**src/rtl/alu_cmd_sequencer.sv**
```systemverilog
// Issue stage for the 4-bit ALU: registers {op,a,b}, waits SETTLE cycles, queues {op,result} in a FIFO.
// Optional issued-command counter enabled by defining ALU_CMD_SEQUENCER_STATS_EN.
`timescale 1ns/1ps
module alu_cmd_sequencer #(
  parameter int DEPTH  = 4,
  parameter int SETTLE = 1,
  parameter int CNT_W  = 16
) (
  input  logic             clk,
  input  logic             rst_n,
  input  logic             cmd_valid,
  output logic             cmd_ready,
  input  logic [2:0]       cmd_op,
  input  logic [3:0]       cmd_a,
  input  logic [3:0]       cmd_b,
  output logic [2:0]       alu_s,
  output logic [3:0]       alu_a,
  output logic [3:0]       alu_b,
  input  logic [7:0]       alu_out,
  output logic             res_valid,
  input  logic             res_ready,
  output logic [7:0]       res_data,
  output logic [2:0]       res_op
`ifdef ALU_CMD_SEQUENCER_STATS_EN
  ,
  output logic [CNT_W-1:0] issued_cnt
`endif
);

  localparam int PW = (DEPTH > 1) ? $clog2(DEPTH) : 1;
  localparam int SW = (SETTLE > 1) ? $clog2(SETTLE) : 1;
  localparam logic [PW:0]   DEPTH_C  = (PW+1)'(DEPTH);
  localparam logic [SW-1:0] SETTLE_C = SW'(SETTLE - 1);

  typedef enum logic {S_IDLE = 1'b0, S_DRIVE = 1'b1} state_t;

  state_t        r_state;
  state_t        w_state_nxt;
  logic [SW-1:0] r_settle;
  logic [PW-1:0] r_wr_ptr;
  logic [PW-1:0] r_rd_ptr;
  logic [PW:0]   r_count;
  logic [7:0]    r_mem_data [DEPTH];
  logic [2:0]    r_mem_op   [DEPTH];
  logic          w_cmd_ready;
  logic          w_accept;
  logic          w_push;
  logic          w_pop;

  always_ff @(posedge clk) begin
    if (!rst_n) begin
      r_state <= S_IDLE;
    end else begin
      r_state <= w_state_nxt;
    end
  end

  always_comb begin
    w_state_nxt = r_state;
    case (r_state)
      S_IDLE:  w_state_nxt = w_accept ? S_DRIVE : S_IDLE;
      S_DRIVE: w_state_nxt = (r_settle == '0) ? S_IDLE : S_DRIVE;
      default: w_state_nxt = S_IDLE;
    endcase
  end

  // cmd_ready depends only on registered state, so a pop frees a slot one cycle later
  always_comb begin
    w_cmd_ready = 1'b0;
    w_push      = 1'b0;
    case (r_state)
      S_IDLE:  w_cmd_ready = (r_count < DEPTH_C);
      S_DRIVE: w_push      = (r_settle == '0);
      default: begin
        w_cmd_ready = 1'b0;
        w_push      = 1'b0;
      end
    endcase
  end

  assign w_accept  = cmd_valid && w_cmd_ready;
  assign cmd_ready = w_cmd_ready;
  assign res_valid = (r_count != '0);
  assign w_pop     = res_valid && res_ready;
  assign res_data  = res_valid ? r_mem_data[r_rd_ptr] : 8'd0;
  assign res_op    = res_valid ? r_mem_op[r_rd_ptr]   : 3'd0;

  always_ff @(posedge clk) begin
    if (!rst_n) begin
      alu_s    <= 3'd0;
      alu_a    <= 4'd0;
      alu_b    <= 4'd0;
      r_settle <= '0;
    end else if (w_accept) begin
      alu_s    <= cmd_op;
      alu_a    <= cmd_a;
      alu_b    <= cmd_b;
      r_settle <= SETTLE_C;
    end else if ((r_state == S_DRIVE) && (r_settle != '0)) begin
      r_settle <= r_settle - SW'(1);
    end
  end

  // Storage carries no reset: entries are only visible through the pointers/count
  always_ff @(posedge clk) begin
    if (rst_n && w_push) begin
      r_mem_data[r_wr_ptr] <= alu_out;
      r_mem_op[r_wr_ptr]   <= alu_s;
    end
  end

  always_ff @(posedge clk) begin
    if (!rst_n) begin
      r_wr_ptr <= '0;
      r_rd_ptr <= '0;
      r_count  <= '0;
    end else begin
      if (w_push) r_wr_ptr <= r_wr_ptr + PW'(1);
      if (w_pop)  r_rd_ptr <= r_rd_ptr + PW'(1);
      case ({w_push, w_pop})
        2'b10:   r_count <= r_count + (PW+1)'(1);
        2'b01:   r_count <= r_count - (PW+1)'(1);
        default: r_count <= r_count;
      endcase
    end
  end

`ifdef ALU_CMD_SEQUENCER_STATS_EN
  logic [CNT_W-1:0] r_issued;

  always_ff @(posedge clk) begin
    if (!rst_n) begin
      r_issued <= '0;
    end else if (w_accept) begin
      r_issued <= r_issued + CNT_W'(1);
    end
  end

  assign issued_cnt = r_issued;
`endif

endmodule

```
**config.mk**
```make
export PLATFORM = sky130hd
export DESIGN_NAME = alu_cmd_sequencer
export DESIGN_NICKNAME = d
export VERILOG_FILES = /design/src/rtl/alu_cmd_sequencer.sv
export SDC_FILE = /design/constraint.sdc
export NUM_CORES = 1
export LEC_CHECK = 0
export ABC_AREA = 0
export CELL_PAD_IN_SITES_DETAIL_PLACEMENT = 1
export CELL_PAD_IN_SITES_GLOBAL_PLACEMENT = 2
export CORE_ASPECT_RATIO = 1.5
export CORE_MARGIN = 1
export CORE_UTILIZATION = 37
export DETAILED_ROUTE_END_ITERATION = 6
export PLACE_DENSITY_LB_ADDON = 0.08
export SLEW_MARGIN = 10
export SYNTH_ARGS = -nofsm -noshare
export SYNTH_HDL_FRONTEND = slang
export SYNTH_SLANG_ARGS = --single-unit
```
**constraint.sdc**
```tcl
create_clock -name clk -period 2.4 [get_ports clk]
set_input_delay 0.72 -clock clk [delete_from_list [all_inputs] [get_ports clk]]
set_output_delay 0.72 -clock clk [all_outputs]
set_load 0.01 [all_outputs]
```
# Word level (Yosys, flattened, before mapping)
# Memory sizes are Yosys's and may differ from the RTL's. A register that Yosys moved wholly into a read port is not among the register bits.
# Cells that the tools add are included.
[totals]
ff_bits = 20
ramBits = 44
input_bits = 23
word_cells = 42
mem_count = 2
[mem_list]
columns = ["memory", "depth", "word_bits", "rd", "rd_ports_with_merged_regs", "write_ports", "line_no", "source"]
rows = [
  ["r_mem_data", 4, 8, 1, 1, 1, "43", "logic [7:0] r_mem_data [DEPTH];"],
  ["r_mem_op", 4, 3, 1, 1, 1, "44", "logic [2:0] r_mem_op [DEPTH];"],
]
[classes]
n_mux = 14
eq_ne = 2
n_addsub = 5
reduce_logical = 7
n_lt_le_gt_ge = 1
bitwise_logic = 3
[ops]
columns = ["operator", "n"]
rows = [
  ["$mux W2", 4],
  ["$mux W8", 1],
  ["$mux W1", 6],
  ["$pmux W3 S2", 1],
  ["$add A2 B1 Y2 const B", 2],
  ["$logic_and A1 B1 Y1", 4],
  ["$add A3 B1 Y3 const B", 1],
  ["$lt A3 B3 Y1 const B", 1],
  ["$mux W3", 1],
  ["$not A1 Y1", 3],
  ["$reduce_bool A3 Y1", 1],
  ["$sub A3 B1 Y3 const B", 1],
  ["$eq A2 B1 Y1 const B", 1],
  ["$eq A2 B2 Y1 const B", 1],
  ["$pmux W1 S2", 1],
  ["$reduce_bool A2 Y1", 1],
  ["$reduce_or A2 Y1", 1],
  ["$sub A1 B1 Y1 const B", 1],
]

# Logic depth before layout (Yosys ltp)
# Gate-level depths: netlist of run 1.
[depth]
ltp_word = 5
ltp_mapped = 9

# Least setup slack after synthesis of run 1
# OpenSTA, ideal clock, no wires.
[synth_path]
path_kind = "in2reg"
from = "input port res_ready"
to = "register r_count[2]"
n_path_buf = 0
arrival_time_ns = 2.062
slack_ns = 0.262
path_stages = 7
required_ns = 2.324
path_cell_list = "nor2b_1 ha_1 inv_1 fa_1 xor2_1 or3_1 a21boi_0"
[synth_via]
elab_chain_len = 3
word_cells_on_any_way = 5
classes_between = "eq/ne (2); mux (1); reduce/logical (2)"
[synth_lines]
columns = ["item", "line_no", "source"]
rows = [
  ["start: declaration", "21", "input logic res_ready,"],
  ["$logic_and A1 B1 Y1 *", "84", "assign w_pop = res_valid && res_ready;"],
  ["$eq A2 B1 Y1 or $eq A2 B2 Y1 (tied branches)", "120", "case ({w_push, w_pop})"],
  ["$pmux W3 S2 or $reduce_bool A2 Y1 (tied branches)", "n/a", ""],
  ["end signal: assignment", "121", "2'b10: r_count <= r_count + (PW+1)'(1);"],
  ["end signal: assignment", "122", "2'b01: r_count <= r_count - (PW+1)'(1);"],
  ["end signal: assignment", "123", "default: r_count <= r_count;"],
  ["end: declaration", "42", "logic [PW:0] r_count;"],
]
# Every way passes the cells marked *; elsewhere a longest branch is shown, timed or not.
# A chain may end at the register's enable or synchronous reset.

==> summary.md, run 1 <==
| Metric | Value |
|---|---|
| Die extent in y | 105 um |
| Peak supply drop | 0.000301 V |
| Drc violations | 4 |
| Worst skew pair latency | 0.33 ns |
| Routed Antenna Nets | 0 |
| R2R depth | 9 |
| Core Area | 0.00685 mm2 |
| Failing checks | DRC |
| Top delay family on crit path | multiplexers |
| Gate Count Post-Synth | 164 |
| Area grow syn2layout | 32.6% |
| Worst-path clk slew | roughly 0.07 ns |
| CP Depth | 4 |
| Root Driver | clkbuf_8 |
| DIE AREA | 0.00746 mm2 |
| Initial antenna violation count | 0 |
| Rows | 37 |
| Tot Pwr | approximately 3.2 mW |
| Number of I/O pins | 47 |
| Pwr dens | 923 mW/mm2 |
| Non-Filler Cell Area, Final | 0.00349 mm2 |
| Share of post-route cells with drive strength above 1 | 26.2% |
| Placed Cells | 294 |
| Longest Clk Path Bufs | 2 |
| Final Skew | 0.00801 ns |
| Largest net degree at the start of global routing | 22 |
| Max Cap Viol | 0 |
| TNS Setup | 0 ns |
| Yosys warns | 0 |
| Diodes inserted | 0 |
| CP cell instances | buf_12 -> mux4_2 -> nor2b_1 -> buf_2 |
| Placed inst area | 0.00326 mm2 |
| Lkg Pwr | 1.27 nW |
| Final wirelength | 5410 um |
| Final Hold Fails | 0 |
| 1st-pass router iterations | 6 |
| Chip width | 70.9 um |
| Starting Density | 38.4% |
| Worst Hold Path Cells | 2 |
| Final global-route overflow total | 0 |
| Crit path max fanout | 6 |
| Clock sink count | 66 |
| Hold_buf cts | 0 |
| Slowest cell on the critical path | mux4_2 |
| Non-filler cells in the finished layout | approximately 320 |
| CP Class | flop to primary output |
| Detail Placement HPWL | 3720 um |
| Worst Tran Pin Value | 0.219 ns |
| Mapped Area | 0.00263 mm2 |
| Final Net Count | 261 |
| RePlAce Congestion | 0.623 |
| Drt via density | between 4 and 5 |
| Post-layout min period | between 2 and 2.5 ns |
| Via Count | ~1.5k |
| CP max stage delay | 0.49 ns |
| Max Freq | about 430 MHz |
| Setup Viol. Count Final | 0 |
| CTS tree | done |
| Mean Syn Cell Area | between 15 and 20 um2 |
| Vias in the first global route | 1745 |
| GRT Total Usage | about 16% |
| CP required | ~1.7 ns |
| #FFs+latches synth | 66 |
| Worst Setup Slack, final | about 0.05 ns |
| CTS Buf Count | 9 |
| First-pass GRT wire length | 9000 um |
| Setup WS pre-CTS | -0.381 ns |
| WL per Instance | between 15 and 20 um |
| Rel. slew slack | 85.4% |
| Slew Limit Fails | 0 |
| Fin crit share | 97.9% |
| # port buffers | 46 |
| Run status | finished, violations left |
| Worst hold-check path type | flop to flop |
| Startpoint class of the critical path | flop |
| Starting DRT DRC Count | 71 |
| Post-synthesis sequential area ratio | between 60% and 70% |
| Buf+Inv Stages, Crit Path | 2 |
| Critical Path AT | 1.63 ns |
| Critical Path Sink Type | primary output |
| CTS H-tree lvls | 3 |
| Unrepaired setup endpoints after global routing | yes |
| Syn_nets | 193 |
| Netlist cell types | 26 |
worst paths after layout:
path / endpoint / from / slack [ns]
min reg2reg: r_settle$_SDFFE_PP0P_ / r_settle$_SDFFE_PP0P_ / 0.46
min: r_settle$_SDFFE_PP0P_ / r_settle$_SDFFE_PP0P_ / 0.46
max: res_op[0] / flop / 0.05
max reg2reg: r_count[2]$_SDFFE_PN0P_ / r_count[0]$_SDFFE_PN0P_ / 0.36
area by class of cell:
cell class	instances	area [um2]
Timing Repair Buffer	64	589
Clock buffer	11	141
Sequential cell	66	1770
Multi-Input combinational cell	84	841
Clock inverter	5	30.0
Fill cell	686	3360
Inverter	7	26.3
Tap cell	78	97.6
layer usage:
layer  GRT usage [%]  wire (um)  share of wire [%]  vias up
met5               0          0                  0        -
met1            17.4       2020                 37      762
met3            4.02        254                4.7        8
li1                -          -                  -      733
met2            29.9       3040                 56       46
met4            7.43         99                1.8        0
power by group:
| group | switching [mW] | total [mW] | internal, mW |
|---|---|---|---|
| clock | 0.412 | 0.810 | 0.398 |
| combinational | 0.452 | 1.05 | 0.601 |
| sequential | 0.0673 | 1.36 | 1.29 |
worst reg2reg max path, cell delays in order (launching register included):
cell      delay, ns
dfxtp_1        0.41
nor3_4         0.06
buf_4          0.16
nor2b_4        0.12
ha_1           0.17
inv_1          0.06
fa_1           0.37
xor2_1         0.16
or3_1          0.31
a21boi_1       0.16
layout by cell type (no fill, tap or decap), drive strengths merged, types with 3 or more instances in the layout:
master / instances
o21ai: 5
clkdlybuf4s50: 35
dfxtp: 22
edfxtp: 44
ha: 5
clkinv: 3
nand2: 4
and3: 4
mux2i: 12
inv: 7
mux4: 11
nor2b: 26
clkbuf: 11
buf: 29
and2: 3
Yosys cell counts:
master / count / area (um2)
mux2i_1: 12 / 120
mux4_2: 11 / 248
clkbuf_1: 3 / 11.3
dfxtp_1: 22 / 440
xnor2_1: 2 / 17.5
nor2b_1: 26 / 163
nand4bb_1: 1 / 11.3
fa_1: 1 / 20.0
xor2_1: 1 / 8.76
buf_2: 2 / 10.0
inv_1: 7 / 26.3
nand2_1: 4 / 15.0
nor3_1: 1 / 5.00
o21ai_0: 5 / 25.0
ha_1: 5 / 62.6
nor3b_4: 1 / 18.8
nor2_1: 1 / 3.75
and3_1: 4 / 25.0
edfxtp_1: 44 / 1320
buf_4: 1 / 7.51
a21oi_1: 1 / 5.00
a21boi_0: 2 / 15.0
buf_6: 1 / 11.3
and2_1: 3 / 18.8
or3_1: 2 / 12.5
nor3_2: 1 / 10.0
kinds of logic after synthesis:
family / Yosys count / synth area share, %
compound gates: 8 / 1.71
xor+xnor: 3 / 0.998
fa+ha+maj: 6 / 3.14
buf+inv: 14 / 2.52
flops: 66 / 66.9
mux: 23 / 14.0
simple gates: 44 / 10.7
state kept, by name (all words and copies together) (netlist names), named ones only:
name / count
r_rd_ptr: 2
r_mem_data: 32
alu_b: 4
r_count: 3
r_wr_ptr: 2
r_mem_op: 12
r_state: 1
alu_a: 4
r_settle: 1
alu_s: 3
through the flow:
stage               utilization [%]  hold slack (ns)
floorplan                         -            0.428
global placement               47.6            0.435
detailed placement             47.6            0.450
CTS                            50.0            0.461
global route                   50.9            0.482
finish                         50.9            0.457
repair_timing:
action / in CTS / in global routing
setup endpoints to repair: 13 / 8
endpoints found under the hold margin: 0 / 0
gates cloned: 1 / 0
pin swaps: 1 / 0
setup buffers: 1 / 3
gates resized for setup: 50 / 10
No activity file was read; power rests on OpenSTA's default activity.
==> run 2, diff against run 1 <==
==> constraint.sdc (replaced) <==
create_clock -name clk -period 2.21 [get_ports clk]
set_input_delay 0.663 -clock clk [delete_from_list [all_inputs] [get_ports clk]]
set_output_delay 0.663 -clock clk [all_outputs]
set_load 0.01 [all_outputs]
==> summary.md, run 2 (synthesis gave the netlist of run 1 again) <==
| Metric | Value |
|---|---|
| Drt via density | 4.93 (+0.19%) |
| Worst r2r src | r_count[0]$_SDFFE_PN0P_ |
| Setup Viol. Count Final | 11 (+11) |
| Pwr dens | 1020 mW/mm2 (+11%) |
| Via Count | 1547 (-0.13%) |
| CTS Buf Count | 9 (unchanged) |
| Vias in the first global route | 1742 (-0.17%) |
| CTS tree | done |
| Largest net degree at the start of global routing | 22 (unchanged) |
| Drc violations | 4 (unchanged) |
| Final global-route overflow total | 0 (unchanged) |
| Die extent in y | 105 um (unchanged) |
| Biggest register | r_mem_data |
| CTS H-tree lvls | 3 (unchanged) |
| Slew Limit Fails | 0 (unchanged) |
| Clock sink count | 66 (unchanged) |
| GRT Total Usage | 16.1% (-0.21 points) |
| DIE AREA | 0.00746 mm2 (unchanged) |
| Rows | 37 (unchanged) |
| Lkg Pwr | 1.30 nW (+2.8%) |
| Psw | 1.02 mW (+9.0%) |
| Chip width | 70.9 um (unchanged) |
| Longest Clk Path Bufs | 2 (unchanged) |
| Startpoint class of the critical path | flop |
| Non-filler cells in the finished layout | 314 (-0.32%) |
| 1st-pass router iterations | 6 (unchanged) |
| Most frequent cells in the layout | edfxtp_1, clkdlybuf4s50_1, nor2b_1 |
| Peak supply drop | 0.000437 V (+45%) |
| Worst-path clk slew | 0.06 ns (about the same) |
| Max Freq | between 400 and 500 MHz |
| Combinational share of power | 31.4% (-1.3 points) |
| Reg power frac | 39.9% (-2.2 points) |
| Run status | finished, violations left |
| Crit path max fanout | 6 (unchanged) |
| Worst hold-check path type | flop to flop |
| Routed Antenna Nets | 0 (unchanged) |
| Final Net Count | 261 (unchanged) |
| First-pass GRT wire length | 8780 um (-2.5%) |
| Number of I/O pins | 47 (unchanged) |
| Clock Power Share | 28.7% (+3.5 points) |
| WL per Instance | 17.3 um (+0.69%) |
| Fillcell total | 687 (+0.15%) |
| Critical Path Sink Type | primary output |
| Share of post-route cells with drive strength above 1 | 27.5% (+1.4 points) |
| Most common cell after layout, fill and taps aside | edfxtp_1 |
| Failing checks | DRC, setup timing |
| Root Driver | clkbuf_8 |
| TNS Setup | -0.397 ns (-0.397 ns) |
| Worst skew pair latency | 0.33 ns (about the same) |
| Final wirelength | 5430 um (+0.37%) |
| RePlAce Congestion | 0.613 (-1.6%) |
| Int Pwr | 2.66 mW (+16%) |
| Placed Cells | 296 (+0.68%) |
| CP Class | flop to primary output |
| Detail Placement HPWL | 3640 um (-2.1%) |
| Worst Setup Slack, final | -0.0488 ns (-0.0999 ns) |
| Initial antenna violation count | 0 (unchanged) |
| # port buffers | 46 (unchanged) |
| Diodes inserted | 0 (unchanged) |
| Max Cap Viol | 0 (unchanged) |
| Starting Density | 38.4% (unchanged) |
| Top flop regs | r_mem_data: 32 flops, r_mem_op: 12 flops |
| Largest register FFs | 32 (unchanged) |
| Core Area | 0.00685 mm2 (unchanged) |
| Final Hold Fails | 0 (unchanged) |
| Final Skew | 0.0109 ns (+0.00293 ns) |
| Critical Path AT | 1.60 ns (-0.03 ns) |
| Area grow syn2layout | 36.8% |
| Min-delay src | r_settle$_SDFFE_PP0P_ |
| CP required | 1.55 ns (-0.13 ns) |
| Starting DRT DRC Count | 55 (-23%) |
| Worst Tran Pin Value | 0.254 ns (+0.0350 ns) |
| Unrepaired setup endpoints after global routing | yes |
| Rel. slew slack | 82.9% (-2.5 points) |
| Switching Share | 27.6% (-1.3 points) |
| Setup WS pre-CTS | -0.623 ns (-0.242 ns) |
| Post-layout min period | 2.26 ns |
| Fin crit share | 102% |
[run 2: final timing paths]
path              cells past startpoint  slack, ns                 endpoint
hold / removal                        2       0.49    r_settle$_SDFFE_PP0P_
hold reg to reg                       2       0.49    r_settle$_SDFFE_PP0P_
setup reg to reg                      8       0.24  r_count[2]$_SDFFE_PN0P_
setup / recovery                      4      -0.05                res_op[0]
[run 2: power groups by stage]
stage	clock [mW]	sequential, mW	combinational (mW)
after global routing	1.15	1.48	1.25
after CTS	1.09	1.47	1.15
final	1.06	1.47	1.15
after floorplan	0	1.48	0.535
after detailed placement	0	1.48	1.06
after global placement	0	1.47	1.01
[run 2: what timing repair did]
action                     CTS  global route
setup buffers                3             0
pin swaps                    5             0
setup endpoints to repair   13            11
cloned                       1             0
hold buffers                 0             0
gates resized for setup     59             7
[run 2: final cells by class]
type                       instances  area [um2]  area share, %
multi-input combinational         84         860           23.9
inverter                           7        26.3          0.729
sequential                        66        1770           49.0
clock inverter                     6        82.6           2.29
timing repair buffer              64         647           18.0
tap                               78        97.6           2.71
clock buffer                       9         124           3.44
[run 2: critical path, cell delays in order (launching register included)]
cell     delay [ns]
dfxtp_4        0.37
buf_12         0.14
mux4_2         0.48
nor2b_1        0.14
buf_2          0.14
[run 2: stage by stage]
| step | hold WS (ns) | cell area, um2 | power (mW) | utilization [%] |
|---|---|---|---|---|
| 2_1_floorplan | 0.428 | 2630 | 2.01 | - |
| 3_3_place_gp | 0.435 | 3340 | 2.48 | 48.7 |
| 3_5_place_dp | 0.461 | 3340 | 2.54 | 48.7 |
| 4_1_cts | 0.494 | 3590 | 3.71 | 52.4 |
| 5_1_grt | 0.535 | 3600 | 3.88 | 52.6 |
| 6_report | 0.487 | 3600 | 3.68 | 52.6 |
[run 2: layer usage]
layer / wire [um] / GRT usage (%) / vias to the layer above
met5: 0 / 0 / -
met4: 101 / 6.14 / 0
met3: 261 / 5.45 / 8
met2: 3050 / 30.2 / 43
met1: 2020 / 16.1 / 763
li1: - / - / 733
